$ cat src/rtl/axi4stream_packet_packer.sv
// Packs narrow AXI4-Stream beats into wide words with a registered valid/ready output stage.
// Optional AXIS_PACKER_STATS_EN adds pkt_count / short_count statistics outputs.
module axi4stream_packet_packer #(
  parameter  int AXI_WIDTH    = 8,
  parameter  int BUFFER_WIDTH = 64,
  localparam int BEATS        = (BUFFER_WIDTH + AXI_WIDTH - 1) / AXI_WIDTH,
  localparam int CNT_W        = $clog2(BEATS + 1)
) (
  input  logic                    aclk,
  input  logic                    areset,
  input  logic [AXI_WIDTH-1:0]    tdata,
  input  logic                    tvalid,
  input  logic                    tlast,
  output logic                    tready,
  output logic [BUFFER_WIDTH-1:0] out_data,
  output logic                    out_valid,
  input  logic                    out_ready,
  output logic                    out_last,
  output logic [CNT_W-1:0]        out_beats
`ifdef AXIS_PACKER_STATS_EN
  ,
  output logic [31:0]             pkt_count,
  output logic [31:0]             short_count
`endif
);

  // Slots are laid out over a whole number of beats; the top slot is truncated on output.
  localparam int PAD_W = BEATS * AXI_WIDTH;

  logic [PAD_W-1:0]        acc_q, acc_d;
  logic [PAD_W-1:0]        word_merged;
  logic [CNT_W-1:0]        cnt_q, cnt_d;
  logic [BUFFER_WIDTH-1:0] out_data_q, out_data_d;
  logic                    out_valid_q, out_valid_d;
  logic                    out_last_q, out_last_d;
  logic [CNT_W-1:0]        out_beats_q, out_beats_d;
  logic                    accept;
  logic                    closing;

  assign tready  = !out_valid_q || out_ready;
  assign accept  = tvalid && tready;
  assign closing = (cnt_q == CNT_W'(BEATS - 1)) || tlast;

  // Current beat lands in slot cnt; lower slots keep acc, higher slots are forced to zero.
  generate
    for (genvar gi = 0; gi < BEATS; gi++) begin : g_slot
      localparam logic [CNT_W-1:0] SLOT = CNT_W'(gi);
      assign word_merged[gi*AXI_WIDTH +: AXI_WIDTH] =
        (SLOT < cnt_q)  ? acc_q[gi*AXI_WIDTH +: AXI_WIDTH] :
        (SLOT == cnt_q) ? tdata : '0;
    end
  endgenerate

  always_comb begin
    acc_d       = acc_q;
    cnt_d       = cnt_q;
    out_data_d  = out_data_q;
    out_valid_d = out_valid_q;
    out_last_d  = out_last_q;
    out_beats_d = out_beats_q;
    if (out_valid_q && out_ready) begin
      out_valid_d = 1'b0;
    end
    if (accept) begin
      if (closing) begin
        out_data_d  = word_merged[BUFFER_WIDTH-1:0];
        out_valid_d = 1'b1;
        out_last_d  = tlast;
        out_beats_d = cnt_q + CNT_W'(1);
        acc_d       = '0;
        cnt_d       = '0;
      end else begin
        acc_d = word_merged;
        cnt_d = cnt_q + CNT_W'(1);
      end
    end
  end

  always_ff @(posedge aclk or negedge areset) begin
    if (!areset) begin
      acc_q       <= '0;
      cnt_q       <= '0;
      out_data_q  <= '0;
      out_valid_q <= 1'b0;
      out_last_q  <= 1'b0;
      out_beats_q <= '0;
    end else begin
      acc_q       <= acc_d;
      cnt_q       <= cnt_d;
      out_data_q  <= out_data_d;
      out_valid_q <= out_valid_d;
      out_last_q  <= out_last_d;
      out_beats_q <= out_beats_d;
    end
  end

  assign out_data  = out_data_q;
  assign out_valid = out_valid_q;
  assign out_last  = out_last_q;
  assign out_beats = out_beats_q;

`ifdef AXIS_PACKER_STATS_EN
  logic [31:0] pkt_count_q, pkt_count_d;
  logic [31:0] short_count_q, short_count_d;

  // Counted on the output handshake, so words dropped by reset never count.
  always_comb begin
    pkt_count_d   = pkt_count_q;
    short_count_d = short_count_q;
    if (out_valid_q && out_ready) begin
      if (out_last_q) begin
        pkt_count_d = pkt_count_q + 32'd1;
      end
      if (out_beats_q < CNT_W'(BEATS)) begin
        short_count_d = short_count_q + 32'd1;
      end
    end
  end

  always_ff @(posedge aclk or negedge areset) begin
    if (!areset) begin
      pkt_count_q   <= '0;
      short_count_q <= '0;
    end else begin
      pkt_count_q   <= pkt_count_d;
      short_count_q <= short_count_d;
    end
  end

  assign pkt_count   = pkt_count_q;
  assign short_count = short_count_q;
`endif

endmodule

$ cat config.mk
export PLATFORM = sky130hd
export DESIGN_NAME = axi4stream_packet_packer
export DESIGN_NICKNAME = d
export VERILOG_FILES = /design/src/rtl/axi4stream_packet_packer.sv
export SDC_FILE = /design/constraint.sdc
export NUM_CORES = 1
export LEC_CHECK = 0
export CORE_AREA = 3 3 114 116
export DETAILED_ROUTE_END_ITERATION = 8
export DIE_AREA = 0 0 117 119
export GPL_TIMING_DRIVEN = 1
export PLACE_DENSITY = 0.86
export RECOVER_POWER = 100
export SETUP_SLACK_MARGIN = 0.4
export SLEW_MARGIN = 30
export SYNTH_ARGS = -nofsm -noshare
export SYNTH_HDL_FRONTEND = slang
export SYNTH_SLANG_ARGS = --single-unit
$ cat constraint.sdc
create_clock -name aclk -period 2.2 [get_ports aclk]
set_input_delay 0.55 -clock aclk [delete_from_list [all_inputs] [get_ports aclk]]
set_output_delay 0.55 -clock aclk [all_outputs]
set_load 0.01 [all_outputs]
==> metrics, run 1 <==
status=complete, no violations; final non-filler cell area=around 8600 um2; Final ANT Viol Nets=0; fillcell total=about 750; critical path endpoint category=flop; fraction of registers with async set/reset=100%; largest net degree at the start of global routing=55; Multi-input gate area=around 2900 um2; f_max=just over 0.5 GHz; Gate Count Post-Synth=around 540; net count of the finished layout=672; Crit Reg-Reg Endpoint=out_data[0]; antenna violations before repair=0; flop and latch count out of synthesis=~140; Worst Skew=about 0.018 ns; # setup viols final=0; first-pass GRT wire length=28800 um; Pint=approximately 5.1 mW; power per standard cell area=approximately 820 nW/um2; PnR Total Power=slightly above 7 mW; WP data required=2.51 ns; Peak VDD IR=0.482 mV; post-synth cell types=55; CTS tree=yes; Post-synth EDFFs=0; CTS Sinks=approximately 140; clock power share=around two fifths; period utilization=between 80% and 90%; Area after DPL=a little under 8000 um2; Hold Slack=approximately 0.39 ns; maximum fanout along the worst path=8; Post-Syn Area per Cell=around 12 um2; minimum clock period=1.98 ns; via count of the first global-routing pass=5386; final hold vios=0; Routed WL=between 15000 and 20000 um; Root Driver=clkbuf_16; CP Class=flop to flop; port bufs=83; Die W=117 um; P&R area growth vs syn=29.6%; share of layout cells above drive strength 1=~28%; final slew viol count=0; Worst slew margin=around an eighth; power share of the combinational group=about 20%; Pleak=~4.4 nW; Yosys warnings=0; sw frac=between 20% and 30%; CP startpoint kind=flop; vias per inst=~6.5; via count=between 5000 and 6000; post-synthesis sequential area ratio=51.8%; total core area=about 12000 um2; CTS Buf Count=17; Synthesized Nets=551; main flop type after synthesis=dfrtp_1; clock slew at reported path FFs=approximately 0.07 ns; Die Footprint=13900 um2; grt ovf=0; Max Root-Sink Buffers=2; row cnt=40; final core occ=between 70 and 80%; DRC=0; switching power=2.03 mW; HPWL after detailed placement=10500 um; Total Routing Usage GR=~27%; Sequential Area=between 3000 and 4000 um2; later-pin clock latency in the skew report=roughly 0.44 ns; Post-Synthesis Cell Area=around 6700 um2; Critical Path AT=approximately 2.3 ns; R2R Setup Slk=~0.22 ns; unrepaired setup endpoints after global routing=true; Reg2Reg Launch Point=cnt_q[0]; worst slew pin tran=between 1 and 1.5 ns; HP Class=input port to asynchronous set/reset pin; R2R depth=6; I/O Pins=between 80 and 90; H-tree levels=4; Routed wire per std cell=between 20 and 25 um; commonest non-fill, non-tap cell in the layout=dfrtp_1; Max Cap Viol=0; commonest cells after routing, fill and taps aside=dfrtp_1, dlygate4sd2_1, buf_4; routability cong.=between 0.8 and 0.9; Flop pwr share=40.8%; die height=~120 um; drt first pass iters=5; diode count=0; starting density of the core=55.5%; Initial DRC Count=just under 500
-- through the flow --
stage	setup slack, ns	TNS, ns	instances
floorplan	0.409	0	535
global placement	-0.0234	-0.155	755
detailed placement	-0.0780	-2.19	755
CTS	0.371	0	805
global route	0.177	0	816
finish	0.221	0	816
-- registers in the layout, summed over array words and instances (netlist names) --
name	count
out_beats	4
out_data	64
out_last	1
cnt_q	4
out_valid	1
acc_q	64
-- cells in the mapped netlist, types with 2 or more instances --
library cell,n,share of area (%)
inv_1,35,2.0
buf_1,3,0.17
mux2i_1,31,4.7
mux2_2,52,8.8
nand3_1,3,0.23
o21ai_0,22,1.7
buf_4,5,0.56
a22o_2,8,1.2
and4bb_2,2,0.38
nor3_1,2,0.15
and4_1,2,0.26
a22o_1,26,3.4
a211oi_1,8,0.90
buf_2,6,0.45
o2bb2ai_1,25,3.3
and4b_1,8,1.2
a32o_1,16,2.4
and2_1,24,2.3
clkbuf_1,21,1.2
dfrtp_1,138,52
ha_1,3,0.56
nor2b_1,2,0.19
nand2_1,18,1.0
and3_1,8,0.75
clkbuf_8,11,2.3
nor4bb_1,8,1.2
buf_6,6,1.0
a221oi_1,15,2.0
-- cell type report --
| cell class | count | area share (%) |
|---|---|---|
| Clock buffer | 21 | 5.33 |
| Clock inverter | 11 | 1.13 |
| Multi-Input combinational cell | 309 | 33.0 |
| Sequential cell | 138 | 40.0 |
| Timing Repair Buffer | 154 | 16.8 |
| Inverter | 36 | 1.59 |
| Tap cell | 147 | 2.13 |
-- power by group through the flow --
| stage | sequential (mW) | clock [mW] | combinational (mW) |
|---|---|---|---|
| 2_1_floorplan | 2.97 | 0 | 0.701 |
| 3_3_place_gp | 2.92 | 0 | 1.30 |
| 3_5_place_dp | 2.93 | 0 | 1.34 |
| 4_1_cts | 2.88 | 2.72 | 1.37 |
| 5_1_grt | 2.92 | 2.87 | 1.54 |
| 6_report | 2.90 | 2.75 | 1.45 |
-- critical path, cell delays in order, from the launching register on --
cell and delay [ns]:
dfrtp_1 0.42, buf_6 0.16, and4b_1 0.22, o211ai_4 0.23
buf_6 0.17, clkbuf_2 0.31, mux2_4 0.34
-- how the worst max path moves through the flow --
stage / from / end / cells after the start
floorplan: cnt_q[1] / out_data[0] / 7
global placement: out_ready / tready / 4
detailed placement: tlast / acc_q[49] / 7
CTS: cnt_q[0] / out_data[58] / 5
global route: cnt_q[0] / out_data[25] / 6
finish: cnt_q[0] / out_data[0] / 6
-- timing repair --
item / CTS / global route
pin swaps: 4 / 11
hold buffers: 0 / 0
endpoints found under the setup margin: 175 / 112
gates resized for setup: 96 / 40
buffers inserted: 15 / 7
gates cloned: 3 / 4
-- cells by family (layout without fill, tap and decap cells) --
family                     after synthesis  after routing  synth area share, %
AOI/OAI and AO/OA                      130            130                 16.7
muxes                                   83             83                 13.4
adders and majority gates                3              3                0.563
DFF                                    138            138                 51.8
and+or+nand+nor                         91             92                 9.55
buffers and inverters                   89            222                 7.79
xor gates and xnor gates                 1              1                0.131
-- layer usage --
layer	wire (um)	part of all wire (%)	GRT usage, %
met1	7520	39	33.2
met2	9430	49	42.4
met3	1550	8.0	6.86
met4	855	4.4	14.6
met5	0	0	0
Power figures use the tool's default switching activity.
==> inputs of run 2 (changes only) <==
Settings changed: CORE_AREA 3 3 114 116 to 3 3 143 145, DIE_AREA 0 0 117 119 to 0 0 146 148, PLACE_DENSITY 0.86 to 0.61.
==> run 2 against run 1 <==
Effect of this change: cell area increased by 2.4%; first-iteration DRC count down 20%; hold slack worse by 0.11 ns; cell count up 14%; register-to-register slack improved by 0.096 ns; clock power about the same; routed wire length shrank 7.1%; highest routed layer unchanged; sequential power is essentially flat; global-route usage shrank 10 points; via count decreased by 7.4%.
==> metrics, run 2 (synthesis results as in run 1) <==
status=complete, no violations; unrepaired setup endpoints after global routing=true; Routed wire per std cell=19.3 um; minimum clock period=approximately 1.9 ns; routability cong.=0.791; Max Cap Viol=0; row cnt=between 50 and 60; GR met1 Demand/Resource=a little over a fifth; I/O Pins=84; HP Class=input port to asynchronous set/reset pin; starting density of the core=between 30% and 40%; # setup viols final=0; critical path cell sequence=clkbuf_1 -> and4b_1 -> o211ai_4 -> buf_12 -> clkbuf_16 -> mux2_1; diode count=0; GR Layer Usage met3=under 10%; Critical Path AT=approximately 2.2 ns; clock power share=39.3%; f_max=about 0.53 GHz; P&R area growth vs syn=32.8%; largest net degree at the start of global routing=53; CP startpoint kind=flop; Root Driver=clkbuf_16; commonest non-fill, non-tap cell in the layout=dfrtp_1; Multi-input gate area=~2800 um2; GR Util met2=about a quarter; via count=4915; power share of the combinational group=20.1%; vias per inst=between 5 and 6; Sequential Area=3460 um2; DRC=0; final slew viol count=0; Pint=a little over 5 mW; share of layout cells above drive strength 1=a little under a quarter; sw frac=between 20 and 30%; R2R depth=6; port bufs=just over 80; Peak VDD IR=~0.66 mV; Die Footprint=21600 um2; antenna violations before repair=0; drt first pass iters=6; max incr delay on CP=roughly 0.42 ns; period utilization=a little under nine tenths; # hold bufs at CTS=0; grt ovf=0; slowest CP cell=dfrtp_2; CTS tree=yes; Pleak=about 4.4 nW; switching power=roughly 1.9 mW; Worst slew margin=~34%; fillcell total=around 1800; Total Routing Usage GR=~16%; critical path endpoint category=flop; Initial DRC Count=just under 400; worst slew pin tran=0.992 ns; Hold Slack=about 0.29 ns; PnR Total Power=around 7.1 mW; total core area=between 15000 and 20000 um2; worst path bufs/invs=3; TNS Setup=0 ns; HPWL after detailed placement=11100 um; R2R Setup Slk=between 0.3 and 0.4 ns; clock slew at reported path FFs=0.06 ns; Reg2Reg Launch Point=cnt_q[1]; Routed WL=between 15000 and 20000 um; H-tree levels=4; Max Root-Sink Buffers=2; CTS Buf Count=17; via count of the first global-routing pass=4958; Worst Skew=between 0.009 and 0.01 ns; Flop pwr share=between 40% and 50%; Die W=roughly 150 um; WP data required=roughly 2.5 ns; maximum fanout along the worst path=8; layer carrying the most global-route usage=met2; CP Depth=6; final hold vios=0; first-pass GRT wire length=around 28000 um; commonest cells after routing, fill and taps aside=dfrtp_1, dlygate4sd2_1, buf_4; power per standard cell area=801 nW/um2; CP Class=flop to flop; die height=roughly 150 um; Crit Reg-Reg Endpoint=out_data[60]; later-pin clock latency in the skew report=0.42 ns; Final ANT Viol Nets=0; CP delay by family, top=buffers and inverters; CTS Sinks=138; net count of the finished layout=approximately 670
## run 2: cell count changes in the layout (fill, tap and decap cells not counted), moves of 3 or more
cell	delta
mux2_4	-5
a211oi_2	+4
mux2_2	-25
mux2_1	+30
buf_4	-5
clkbuf_4	+4
clkdlybuf4s50_1	+3
a211oi_1	-4
clkbuf_16	+5
## run 2: how the worst max path moves through the flow
stage	from	endpoint	slack [ns]
2_1_floorplan	cnt_q[1]	out_data[0]	0.41
3_3_place_gp	out_ready	tready	-0.03
3_5_place_dp	tlast	acc_q[19]	-0.05
4_1_cts	cnt_q[0]	out_data[17]	0.35
5_1_grt	cnt_q[1]	acc_q[20]	0.21
6_report	cnt_q[1]	out_data[60]	0.32
## run 2: final cells by class
type,count,share of cell area (%)
clock buffers,24,5.33
clock inverters,7,1.05
inverters,36,1.53
multi-input cells,308,32.1
flip-flops and latches,138,39.1
well taps,265,3.75
repair buffers,151,17.2
## run 2: what timing repair did
action / in CTS / in global routing
setup endpoints to repair: 171 / 103
resized for setup: 90 / 63
setup buffers: 8 / 5
pin swaps: 4 / 3
gates cloned: 2 / 8
## run 2: power by group through the flow
stage	clock (mW)	combinational (mW)	sequential, mW
after floorplan	0	0.701	2.97
after global placement	0	1.35	2.92
after detailed placement	0	1.37	2.93
after CTS	2.82	1.36	2.88
after global routing	2.94	1.53	2.92
final	2.78	1.42	2.88
## run 2: through the flow
| stage | util, % | worst slack [ns] | instance area (um2) | instances |
|---|---|---|---|---|
| floorplan | - | 0.409 | 6690 | 535 |
| global placement | 41.0 | -0.0293 | 7930 | 875 |
| detailed placement | 41.0 | -0.0489 | 7930 | 875 |
| CTS | 44.3 | 0.353 | 8570 | 916 |
| global route | 45.8 | 0.209 | 8850 | 929 |
| finish | 45.8 | 0.317 | 8850 | 929 |
## run 2: routing by layer
layer	vias to the layer above	share of wire, %
met3	9	4.3
met2	139	51
met4	0	0.76
met1	2553	44
li1	2214	-
met5	-	0
